**src/rtl/peb_rs232_pkg.sv**
```systemverilog
// Shared constants and state types for the PEB RS232 card.
package peb_rs232_pkg;

  // CRU bit numbers
  localparam logic [4:0] XBR_LOAD  = 5'd7;
  localparam logic [4:0] FE        = 5'd9;
  localparam logic [4:0] RATE_LOAD = 5'd10;
  localparam logic [4:0] LDRR      = 5'd12;
  localparam logic [4:0] RIN       = 5'd15;
  localparam logic [4:0] RINT      = 5'd16;
  localparam logic [4:0] RIENB     = 5'd18;
  localparam logic [4:0] RBRL      = 5'd21;
  localparam logic [4:0] XBRE      = 5'd22;
  localparam logic [4:0] XSRE      = 5'd23;
  localparam logic [4:0] INT_RESET = 5'd31;

  typedef enum logic [1:0] {TxIdle, TxStart, TxData, TxStop} tx_state_e;
  typedef enum logic [1:0] {RxIdle, RxStart, RxData, RxStop} rx_state_e;

  // Ticks in one bit period for a given divisor.
  function automatic logic [11:0] bit_ticks(input logic [10:0] rate);
    return {1'b0, rate} + 12'd1;
  endfunction

endpackage

```
**src/rtl/peb_rs232_rx.sv**
```systemverilog
// 8N1 receiver: input synchroniser, start-bit qualification, data and stop sampling.
module peb_rs232_rx
  import peb_rs232_pkg::*;
(
  input  logic        clk_i,
  input  logic        rst_ni,
  input  logic        clr_i,
  input  logic        tick_i,
  input  logic [10:0] rate_i,
  input  logic        rxd_i,
  output logic        rxd_sync_o,
  output logic        done_o,
  output logic [7:0]  data_o,
  output logic        frame_err_o
);

  logic        sync1_q, sync2_q, prev_q;
  rx_state_e   state_q, state_d;
  logic [11:0] cnt_q, cnt_d;
  logic [2:0]  idx_q, idx_d;
  logic [7:0]  shift_q, shift_d;
  logic [11:0] full_ticks;
  logic        bit_end;

  assign full_ticks = bit_ticks(rate_i);
  // Counter is loaded at each bit start and the event fires on the tick that empties it.
  assign bit_end    = tick_i && (cnt_q <= 12'd1);
  assign rxd_sync_o = sync2_q;
  assign data_o     = shift_q;

  always_ff @(posedge clk_i) begin
    if (!rst_ni) begin
      sync1_q <= 1'b1;
      sync2_q <= 1'b1;
      prev_q  <= 1'b1;
      state_q <= RxIdle;
      cnt_q   <= '0;
      idx_q   <= '0;
      shift_q <= '0;
    end else begin
      sync1_q <= rxd_i;
      sync2_q <= sync1_q;
      prev_q  <= sync2_q;
      if (clr_i) begin
        state_q <= RxIdle;
        cnt_q   <= '0;
        idx_q   <= '0;
        shift_q <= '0;
      end else begin
        state_q <= state_d;
        cnt_q   <= cnt_d;
        idx_q   <= idx_d;
        shift_q <= shift_d;
      end
    end
  end

  always_comb begin
    state_d     = state_q;
    cnt_d       = cnt_q;
    idx_d       = idx_q;
    shift_d     = shift_q;
    done_o      = 1'b0;
    frame_err_o = 1'b0;

    if (state_q != RxIdle && tick_i && cnt_q > 12'd1) begin
      cnt_d = cnt_q - 12'd1;
    end

    unique case (state_q)
      RxIdle: begin
        if (prev_q && !sync2_q) begin
          state_d = RxStart;
          cnt_d   = full_ticks >> 1;
        end
      end
      RxStart: begin
        if (bit_end) begin
          if (sync2_q) begin
            state_d = RxIdle;
          end else begin
            state_d = RxData;
            cnt_d   = full_ticks;
            idx_d   = '0;
          end
        end
      end
      RxData: begin
        if (bit_end) begin
          shift_d = {sync2_q, shift_q[7:1]};
          cnt_d   = full_ticks;
          idx_d   = idx_q + 3'd1;
          if (idx_q == 3'd7) begin
            state_d = RxStop;
          end
        end
      end
      RxStop: begin
        if (bit_end) begin
          done_o      = 1'b1;
          frame_err_o = !sync2_q;
          state_d     = RxIdle;
        end
      end
      default: state_d = RxIdle;
    endcase
  end

endmodule

```
**src/rtl/peb_rs232.sv**
```systemverilog
// Simplified TMS9902-style serial card on the CRU: decode, registers and transmitter.
// a[0] here is the CPU's a15 (CRU output data); a[15:1] carry a0..a14.
module peb_rs232
  import peb_rs232_pkg::*;
#(
  parameter logic [15:0] CRU_BASE   = 16'h1340,
  parameter logic [10:0] RATE_RESET = 11'd25
) (
  input  logic        clk,
  input  logic        reset_n,
  input  logic        clk_3mhz_en,
  input  logic [15:0] a,
  input  logic        cruclk,
  output logic        cruin,
  output logic        cru_select,
  input  logic        rxd,
  output logic        txd,
  output logic        irq
);

  logic [14:0] off;
  logic [4:0]  bit_num;
  logic        cruclk_q;
  logic        wr, wdata, soft_rst;

  logic [10:0] hold_q, hold_d;
  logic [10:0] rate_q, rate_d;
  logic        ldrr_q, ldrr_d;
  logic [7:0]  xbr_q, xbr_d;
  logic        xbr_wr;
  logic        xbre_q, xbre_d;
  logic        xsre_q, xsre_d;
  logic [7:0]  rbr_q, rbr_d;
  logic        rbrl_q, rbrl_d;
  logic        rint_q, rint_d;
  logic        rienb_q, rienb_d;
  logic        fe_q, fe_d;

  tx_state_e   tx_state_q, tx_state_d;
  logic [11:0] tx_cnt_q, tx_cnt_d;
  logic [2:0]  tx_idx_q, tx_idx_d;
  logic [7:0]  tx_shift_q, tx_shift_d;
  logic        tx_load, tx_bit_end;
  logic [11:0] full_ticks;

  logic        rx_sync, rx_done, rx_fe;
  logic [7:0]  rx_data;
  logic        rd_bit;

  // Word offset from the card base; anything outside 0..31 wraps into the upper bits.
  assign off        = a[15:1] - CRU_BASE[15:1];
  assign cru_select = (off[14:5] == '0);
  assign bit_num    = off[4:0];
  assign wdata      = a[0];
  assign wr         = cruclk && !cruclk_q && cru_select;
  assign soft_rst   = wr && (bit_num == INT_RESET);

  assign irq        = rint_q && rienb_q;
  assign full_ticks = bit_ticks(rate_q);
  assign tx_bit_end = clk_3mhz_en && (tx_cnt_q <= 12'd1);

  peb_rs232_rx u_rx (
    .clk_i       (clk),
    .rst_ni      (reset_n),
    .clr_i       (soft_rst),
    .tick_i      (clk_3mhz_en),
    .rate_i      (rate_q),
    .rxd_i       (rxd),
    .rxd_sync_o  (rx_sync),
    .done_o      (rx_done),
    .data_o      (rx_data),
    .frame_err_o (rx_fe)
  );

  always_ff @(posedge clk) begin
    if (!reset_n) begin
      cruclk_q   <= 1'b0;
      rate_q     <= RATE_RESET;
      hold_q     <= '0;
      ldrr_q     <= 1'b0;
      xbr_q      <= '0;
      xbre_q     <= 1'b1;
      xsre_q     <= 1'b1;
      rbr_q      <= '0;
      rbrl_q     <= 1'b0;
      rint_q     <= 1'b0;
      rienb_q    <= 1'b0;
      fe_q       <= 1'b0;
      tx_state_q <= TxIdle;
      tx_cnt_q   <= '0;
      tx_idx_q   <= '0;
      tx_shift_q <= '0;
    end else begin
      cruclk_q <= cruclk;
      rate_q   <= rate_d;
      if (soft_rst) begin
        hold_q     <= '0;
        ldrr_q     <= 1'b0;
        xbr_q      <= '0;
        xbre_q     <= 1'b1;
        xsre_q     <= 1'b1;
        rbr_q      <= '0;
        rbrl_q     <= 1'b0;
        rint_q     <= 1'b0;
        rienb_q    <= 1'b0;
        fe_q       <= 1'b0;
        tx_state_q <= TxIdle;
        tx_cnt_q   <= '0;
        tx_idx_q   <= '0;
        tx_shift_q <= '0;
      end else begin
        hold_q     <= hold_d;
        ldrr_q     <= ldrr_d;
        xbr_q      <= xbr_d;
        xbre_q     <= xbre_d;
        xsre_q     <= xsre_d;
        rbr_q      <= rbr_d;
        rbrl_q     <= rbrl_d;
        rint_q     <= rint_d;
        rienb_q    <= rienb_d;
        fe_q       <= fe_d;
        tx_state_q <= tx_state_d;
        tx_cnt_q   <= tx_cnt_d;
        tx_idx_q   <= tx_idx_d;
        tx_shift_q <= tx_shift_d;
      end
    end
  end

  // CRU writes and receive completion
  always_comb begin
    hold_d  = hold_q;
    rate_d  = rate_q;
    ldrr_d  = ldrr_q;
    xbr_d   = xbr_q;
    xbr_wr  = 1'b0;
    rbr_d   = rbr_q;
    rbrl_d  = rbrl_q;
    rint_d  = rint_q;
    rienb_d = rienb_q;
    fe_d    = fe_q;

    if (wr) begin
      if (bit_num <= RATE_LOAD) begin
        hold_d[bit_num[3:0]] = wdata;
        if (ldrr_q && bit_num == RATE_LOAD) begin
          rate_d = hold_d;
          ldrr_d = 1'b0;
        end else if (!ldrr_q && bit_num == XBR_LOAD) begin
          xbr_d  = hold_d[7:0];
          xbr_wr = 1'b1;
        end
      end
      if (bit_num == LDRR) begin
        ldrr_d = wdata;
      end
      if (bit_num == RIENB) begin
        rbrl_d  = 1'b0;
        rint_d  = 1'b0;
        rienb_d = wdata;
      end
    end

    // Placed after the write so a completing character beats a same-cycle clear.
    if (rx_done) begin
      rbr_d  = rx_data;
      fe_d   = rx_fe;
      rbrl_d = 1'b1;
      rint_d = 1'b1;
    end
  end

  // Transmitter
  always_comb begin
    tx_state_d = tx_state_q;
    tx_cnt_d   = tx_cnt_q;
    tx_idx_d   = tx_idx_q;
    tx_shift_d = tx_shift_q;
    xbre_d     = xbre_q;
    xsre_d     = xsre_q;
    tx_load    = 1'b0;

    if (tx_state_q != TxIdle && clk_3mhz_en && tx_cnt_q > 12'd1) begin
      tx_cnt_d = tx_cnt_q - 12'd1;
    end

    unique case (tx_state_q)
      TxIdle: begin
        if (!xbre_q) begin
          tx_load = 1'b1;
        end
      end
      TxStart: begin
        if (tx_bit_end) begin
          tx_state_d = TxData;
          tx_cnt_d   = full_ticks;
          tx_idx_d   = '0;
        end
      end
      TxData: begin
        if (tx_bit_end) begin
          tx_shift_d = tx_shift_q >> 1;
          tx_cnt_d   = full_ticks;
          tx_idx_d   = tx_idx_q + 3'd1;
          if (tx_idx_q == 3'd7) begin
            tx_state_d = TxStop;
          end
        end
      end
      TxStop: begin
        if (tx_bit_end) begin
          if (!xbre_q) begin
            tx_load = 1'b1;
          end else begin
            xsre_d     = 1'b1;
            tx_state_d = TxIdle;
          end
        end
      end
      default: tx_state_d = TxIdle;
    endcase

    if (tx_load) begin
      tx_shift_d = xbr_q;
      tx_cnt_d   = full_ticks;
      tx_state_d = TxStart;
      xbre_d     = 1'b1;
      xsre_d     = 1'b0;
    end
    // A fresh buffer write leaves a pending character even if the old one just loaded.
    if (xbr_wr) begin
      xbre_d = 1'b0;
    end
  end

  always_comb begin
    unique case (tx_state_q)
      TxStart: txd = 1'b0;
      TxData:  txd = tx_shift_q[0];
      default: txd = 1'b1;
    endcase
  end

  always_comb begin
    rd_bit = 1'b0;
    if (bit_num <= 5'd7) begin
      rd_bit = rbr_q[bit_num[2:0]];
    end else begin
      case (bit_num)
        FE:        rd_bit = fe_q;
        RIN:       rd_bit = rx_sync;
        RINT:      rd_bit = rint_q;
        RBRL:      rd_bit = rbrl_q;
        XBRE:      rd_bit = xbre_q;
        XSRE:      rd_bit = xsre_q;
        INT_RESET: rd_bit = irq;
        default:   rd_bit = 1'b0;
      endcase
    end
  end

  assign cruin = cru_select && rd_bit;

endmodule

```
**config.mk**
```make
export PLATFORM = sky130hd
export DESIGN_NAME = peb_rs232
export DESIGN_NICKNAME = d
export VERILOG_FILES = /design/src/rtl/peb_rs232_pkg.sv /design/src/rtl/peb_rs232_rx.sv /design/src/rtl/peb_rs232.sv
export SDC_FILE = /design/constraint.sdc
export NUM_CORES = 1
export LEC_CHECK = 0
export ABC_AREA = 1
export CAP_MARGIN = 0
export CORE_ASPECT_RATIO = 1.4
export CORE_MARGIN = 4
export CORE_UTILIZATION = 65
export CTS_CLUSTER_DIAMETER = 100
export DETAILED_ROUTE_END_ITERATION = 12
export PLACE_DENSITY_LB_ADDON = 0.2
export SYNTH_ARGS = -nofsm -noshare
export SYNTH_HDL_FRONTEND = slang
export SYNTH_HIERARCHICAL = 1
export SYNTH_SLANG_ARGS = --single-unit
```
**constraint.sdc**
```tcl
create_clock -name clk -period 4.7 [get_ports clk]
set_input_delay 0.47 -clock clk [delete_from_list [all_inputs] [get_ports clk]]
set_output_delay 0.47 -clock clk [all_outputs]
set_load 0.005 [all_outputs]
```
Word level (Yosys, flattened, before mapping)
Cells that the tools add are included.
W data, S select, Z words.
{"block": "op_classes", "n_reduce_logical": 54, "n_lt_le_gt_ge": 9, "bitwise_logic": 2, "eq_ne": 35, "addsub": 6, "muxes": 65}
{"op": "$mux W12", "n": 9}
{"op": "$pmux W12 S3", "n": 1}
{"op": "$eq A5 B5 Y1 const B", "n": 6}
{"op": "$mux W1", "n": 26}
{"op": "$reduce_bool A2 Y1", "n": 13}
{"op": "$gt A12 B1 Y1 const B", "n": 2}
{"op": "$le A12 B1 Y1 const B", "n": 2}
{"op": "$mux W8", "n": 3}
{"op": "$sub A12 B1 Y12 const B", "n": 2}
{"op": "$mux W2", "n": 11}
{"op": "$eq A5 B4 Y1 const B", "n": 4}
{"op": "$logic_and A1 B1 Y1", "n": 15}
{"op": "$mux W3", "n": 5}
{"op": "$ne A3 B3 Y1 const B", "n": 5}
{"op": "$sub A15 B12 Y15 const B", "n": 1}
{"op": "$add A11 B1 Y12 const B", "n": 1}
{"op": "$ne A2 B2 Y1 const B", "n": 6}
{"op": "$pmux W3 S2", "n": 2}
{"op": "$reduce_and A3 Y1", "n": 4}
{"op": "$reduce_and A6 Y1", "n": 2}
{"op": "$bwmux W11", "n": 1}
{"op": "$logic_not A10 Y1", "n": 1}
{"op": "$ne A2 B1 Y1 const B", "n": 5}
{"op": "$reduce_and A2 Y1", "n": 5}
{"op": "25 further kinds", "n": 39}
{"block": "word_totals", "in_bits": 21, "elab_cells": 194, "reg_bits": 98, "output_inout_bits": 4}

Depth between registers and ports, before layout
{"block": "logic_depth", "ltp_word": 8, "ltp_mapped": 15}

Modules after synthesis
Netlist, hierarchy kept.
{"mod": "peb_rs232", "cells_per_inst": 591, "seq_area_each_um2": 1401.3, "n_inst": 1, "area_per_inst_um2": 3966.3}
{"mod": "peb_rs232_rx", "cells_per_inst": 264, "seq_area_each_um2": 560.5, "n_inst": 1, "area_per_inst_um2": 1919.3}

Worst setup path after synthesis
No wires, ideal clock.
{"block": "synth_timing", "kind": "flip-flop to flip-flop", "startpoint": "reg u_rx.cnt_q[0]", "endpoint": "reg fe_q", "period_less_slack_ps": 1988, "arrival_time_ps": 1868, "setup_time_ps": 120, "setup_slack_ps": 2712, "path_stages_with_launch": 15, "path_cell_list": "dfxtp_1 > inv_1 > ha_1 > inv_1 > nand2_1 > nand2_1 > nor2_4 > nand2_4 > nor2_8 > inv_2 > nor2_1 > buf_1 > clkinv_1 > nand2_1 > a21oi_1"}
{"block": "synth_between", "elab_chain_len": 4, "word_cells_on_any_way": 6, "classes_between": "order compare: 1; mux: 4; reduce/logical: 1"}
{"item": "start: declaration", "line_no": "peb_rs232_rx.sv:19", "rtl": "logic [11:0] cnt_q, cnt_d;"}
{"item": "start signal: assignment", "line_no": "peb_rs232_rx.sv:51", "rtl": "cnt_q <= cnt_d;"}
{"item": "$le A12 B1 Y1 (*)", "line_no": "peb_rs232_rx.sv:27", "rtl": "assign bit_end = tick_i && (cnt_q <= 12'd1);"}
{"item": "$logic_and A1 B1 Y1 (*)", "line_no": "peb_rs232_rx.sv:27"}
{"item": "$mux W1", "line_no": "peb_rs232_rx.sv:99", "rtl": "if (bit_end) begin"}
{"item": "$mux W1", "line_no": "peb_rs232_rx.sv:70", "rtl": "unique case (state_q)"}
{"item": "end signal: assignment", "line_no": "peb_rs232.sv:88", "rtl": "fe_q <= 1'b0;"}
{"item": "end signal: assignment", "line_no": "peb_rs232.sv:106", "rtl": "fe_q <= 1'b0;"}
{"item": "end signal: assignment", "line_no": "peb_rs232.sv:121", "rtl": "fe_q <= fe_d;"}
{"item": "end: declaration", "line_no": "peb_rs232.sv:37", "rtl": "logic fe_q, fe_d;"}
Every way passes the cells marked *; elsewhere a longest branch is shown, timed or not.
A chain may end at the register's enable or synchronous reset.

Worst setup path in the final report
{"block": "layout_timing", "startpoint": "in a[2]", "endpoint": "out cruin"}
{"block": "layout_between", "elab_chain_len": 6, "word_cells_on_any_way": 16, "classes_between": "add/sub: 1; order compare: 1; eq/ne: 7; mux: 4; reduce/logical: 3"}
{"item": "start: declaration", "line_no": "peb_rs232.sv:12", "rtl": "input logic [15:0] a,"}
{"item": "$sub A15 B12 Y15 (*)", "line_no": "peb_rs232.sv:51", "rtl": "assign off = a[15:1] - CRU_BASE[15:1];"}
{"item": "$eq A5 B5 Y1", "line_no": "peb_rs232.sv:249", "rtl": "case (bit_num)"}
{"item": "$reduce_or A2 Y1 (no source line)"}
{"item": "$pmux W1 S6", "line_no": "peb_rs232.sv:249"}
{"item": "$mux W1", "line_no": "peb_rs232.sv:246", "rtl": "if (bit_num <= 5'd7) begin"}
{"item": "$logic_and A1 B1 Y1 (*)", "line_no": "peb_rs232.sv:262", "rtl": "assign cruin = cru_select && rd_bit;"}
{"item": "end: declaration", "line_no": "peb_rs232.sv:14", "rtl": "output logic cruin,"}
Every way passes the cells marked *; elsewhere a longest branch is shown, timed or not. The select of a mux whose other input is x is not followed.

==> flow_summary_export.csv <==
group,metric,value,unit
outcome,status,"complete, no violations",
drt,vias,5509,
cells_and_area,drive_gt1_frac,0.1086,
critical_path,cpPeakStageDelay,0.53,ns
yosys,avgSynthCellArea,6.884,um2
die,start_util,0.6759,
global_route,grt_overflow,0,
yosys,syn_inst,855,
critical_path,crit_family,"buffers and inverters",
cells_and_area,final_nets,907,
die,fp.dieW,88.42,um
critical_path,crit_chain,"clkdlybuf4s50_1, inv_1, nor2_2, nand2_1, o22ai_1, o31ai_1, a21oi_1, clkdlybuf4s50_1",
drt,route.met2.wl,6996,um
critical_path,reg2reg_depth,8,
timing,drv_slew,0,
power,ir_worst_vdd,0.2109,mV
drt,drt_iter0_markers,299,
cells_and_area,layout.cells.non_filler,980,
clock_network,path_clk_slew,0.07,ns
timing,rsz0062_at_grt,"no",
critical_path,crit_buf_inv,3,
critical_path,crit_required,4.23,ns
clock_network,cts.repair.resized,0,
critical_path,reg2reg_slack,2.08,ns
global_route,grt.total_usage,0.2594,
placement,dp.cells,964,
drt,via_per_inst,5.621,
critical_path,setup.worst_path.end,"cruin",
global_route,grt_pass1_vias,5129,
yosys,ys.warnings.count,6,
die,row_count,40,
drt,met3WireLength,517,um
die,core_area,8708,um2
yosys,synth_nets,892,
cells_and_area,num_antenna_cells,0,
timing,finalSetupViolCount,0,
critical_path,cpMaxStageDelayCell,"clkdlybuf4s50_1",
cells_and_area,post-route-cell-area,6420,um2
die,ios,25,
yosys,synth_top_area_frac,0.3333,
die,chipHeight,120.6,um
yosys,synth_area_leader_cell,"dfxtp_1",
drt,drt_wl_total,13680,um
global_route,antenna_found_initial,0,
yosys,synth-seq-cells,98,
clock_network,cts_max_level,3,
placement,place.gp.congestion,0.9058,
drt,routed.top_layer,"met4",
drt,detail-route-antenna-nets,0,
clock_network,cts_setup_buffers,0,
clock_network,cts_root_buf,"clkbuf_16",
drt,wl_met1,5736,um
critical_path,cp_common_cell,"clkdlybuf4s50_1",
clock_network,clk_path_buf_depth,2,
critical_path,worstSetupPathType,"in -> out",
yosys,synth.distinct_cells,52,
critical_path,critPathLaunchType,"input port",
global_route,grt_start_max_net_pins,32,
yosys,ys_async_sr_fraction,0,
placement,io_buffers,24,
clock_network,cts_buffers,9,
flow_run,drv_cap,0,
critical_path,crit_arrival,2.47,ns
timing,finalCritPeriodShare,0.6251,
placement,place_hpwl,10010,um
timing,max-slew-margin-rel,0.3827,
critical_path,rr_endpoint,"tx_cnt_q[11]$_SDFF_PP0_",
die,die-area,10660,um2
yosys,seq_area_frac_synth,0.3333,
yosys,synth_flop_cell,"dfxtp_1",
placement,placed_cell_area,6095,um2
timing,final.setup_skew,0.009306,ns
yosys,synth.area.top_cells,"dfxtp_1, nand2_1, nor2_1",
drt,post_drt_wl_per_cell,13.95,um
critical_path,crit_start,"a[2]",
drt,first_pass_iters,7,
min_path,hp-class,"reg -> reg",
clock_network,cts.sinks,98,
power,power_density,317.7,nW/um2
timing,hold_violations,0,
drt,route.detailed.drc,0,
global_route,grt_pass1_wl,22250,um
clock_network,clock_latency,0.36,ns
power,total_power,2.039,mW
yosys,syn_area,5886,um2
timing,fin_crit,2.938,ns
critical_path,worstPathMaxFanout,6,
timing,max_freq,340.4,MHz
clock_network,hold_buffers,0,
critical_path,r2r_start,"tx_state_q[0]$_SDFFE_PP0P_",
timing,fin_setup_tns,0,ns
clock_network,cts_tree,"done",
timing,tightest_slew,0.9226,ns
yosys,synth_edf_count,0,
critical_path,worstSetupEndpointType,"output pin",
power,leakage,2.791,nW
cells_and_area,syn2layout_area_growth,9.077,%
critical_path,crit_cells,8,
==> stage by stage <==
| stage | utilization | setup WS [ns] | hold WS (ns) |
|---|---|---|---|
| finish | 0.7372 | 1.762 | 0.4169 |
| global route | 0.7372 | 1.623 | 0.4388 |
| CTS | 0.7372 | 1.761 | 0.4190 |
| detailed placement | 0.6999 | 1.650 | 0.4032 |
| global placement | 0.6999 | 1.730 | 0.3964 |
| floorplan | - | 2.712 | 0.3925 |
==> cell families after synthesis <==
family,share of synthesized area
AND/OR/NAND/NOR,0.3416
buffers and inverters,0.1008
flip-flops,0.3333
adder cells (fa/ha/maj),0.03401
AO/OA/AOI/OAI,0.1560
XOR/XNOR,0.03423
==> worst min-delay path by stage <==
stage,startpoint,to,depth (start not counted)
CTS,u_rx/sync1_q$_SDFF_PN1_,u_rx/rxd_sync_o$_SDFF_PN1_,1
detailed placement,u_rx/sync1_q$_SDFF_PN1_,u_rx/rxd_sync_o$_SDFF_PN1_,1
global route,u_rx/sync1_q$_SDFF_PN1_,u_rx/rxd_sync_o$_SDFF_PN1_,1
global placement,u_rx/sync1_q$_SDFF_PN1_,u_rx/rxd_sync_o$_SDFF_PN1_,1
finish,u_rx/sync1_q$_SDFF_PN1_,u_rx/rxd_sync_o$_SDFF_PN1_,1
floorplan,u_rx/sync1_q$_SDFF_PN1_,u_rx/rxd_sync_o$_SDFF_PN1_,1
==> power breakdown <==
part           switching, mW  leakage (nW)  internal [mW]
sequential            0.0218         0.791          0.852
clock                  0.337         0.160          0.471
combinational          0.230          1.84          0.128
total                  0.589          2.79           1.45
==> final cells by class <==
| type | count | area (um2) |
|---|---|---|
| Clock inverter | 7 | 100.1 |
| Timing Repair Buffer | 24 | 240.2 |
| Clock buffer | 9 | 225.2 |
| Fill cell | 723 | 2288 |
| Tap cell | 105 | 131.4 |
| Multi-Input combinational cell | 623 | 3331 |
| Sequential cell | 98 | 1962 |
| Inverter | 114 | 430.4 |
==> layout by cell type, fill, tap and decap left out, drive strengths merged, types with 3 or more instances in the layout <==
| cell type | count |
|---|---|
| ha | 16 |
| or2 | 5 |
| clkbuf | 9 |
| dfxtp | 98 |
| inv | 111 |
| xor2 | 14 |
| nor2 | 128 |
| o22a | 3 |
| clkdlybuf4s50 | 24 |
| a21oi | 79 |
| clkinv | 8 |
| nand2 | 202 |
| o21a | 4 |
| nand3 | 65 |
| nand4 | 13 |
| o22ai | 5 |
| o21ai | 50 |
| nand3b | 3 |
| a31oi | 6 |
| xnor2 | 9 |
| nor3 | 9 |
==> registers in the layout, indices dropped and copies added (netlist names), 8 cells and up, named ones only <==
name and cells:
hold_q 11, rate_q 11, rbr_q 8, tx_cnt_q 12, tx_shift_q 8, u_rx/cnt_q 12, u_rx/data_o 8, xbr_q 8
==> worst register-to-register path, delay by kind of cell, from the launching register on <==
family	cells	cell delay [ns]
DFF	1	0.42
adders and majority gates	1	0.32
buffers and inverters	1	0.11
AOI/OAI and AO/OA	1	0.15
and+or+nand+nor	5	1.52
==> routing by layer <==
metal / track usage / vias to the layer above
met5: 0 / -
met2: 0.4532 / 159
li1: - / 2787
met1: 0.3005 / 2528
met3: 0.03545 / 35
met4: 0.1342 / 0
==> synth_stat cells, types with 5 or more instances <==
library cell and number:
buf_6 9, a21oi_2 11, ha_1 16, nand3_1 54
o22ai_1 5, nor2_1 112, a31oi_1 6, o21ai_0 34
nand2_1 188, inv_1 97, inv_2 12, xnor2_1 9
nor2_4 7, nand2_2 10, dfxtp_1 98, xor2_1 14
a21oi_1 67, o21ai_1 11, nand4_1 12, nor2_2 8
nor3_1 7, nand3_2 9
(Power assumes the default switching activity.)
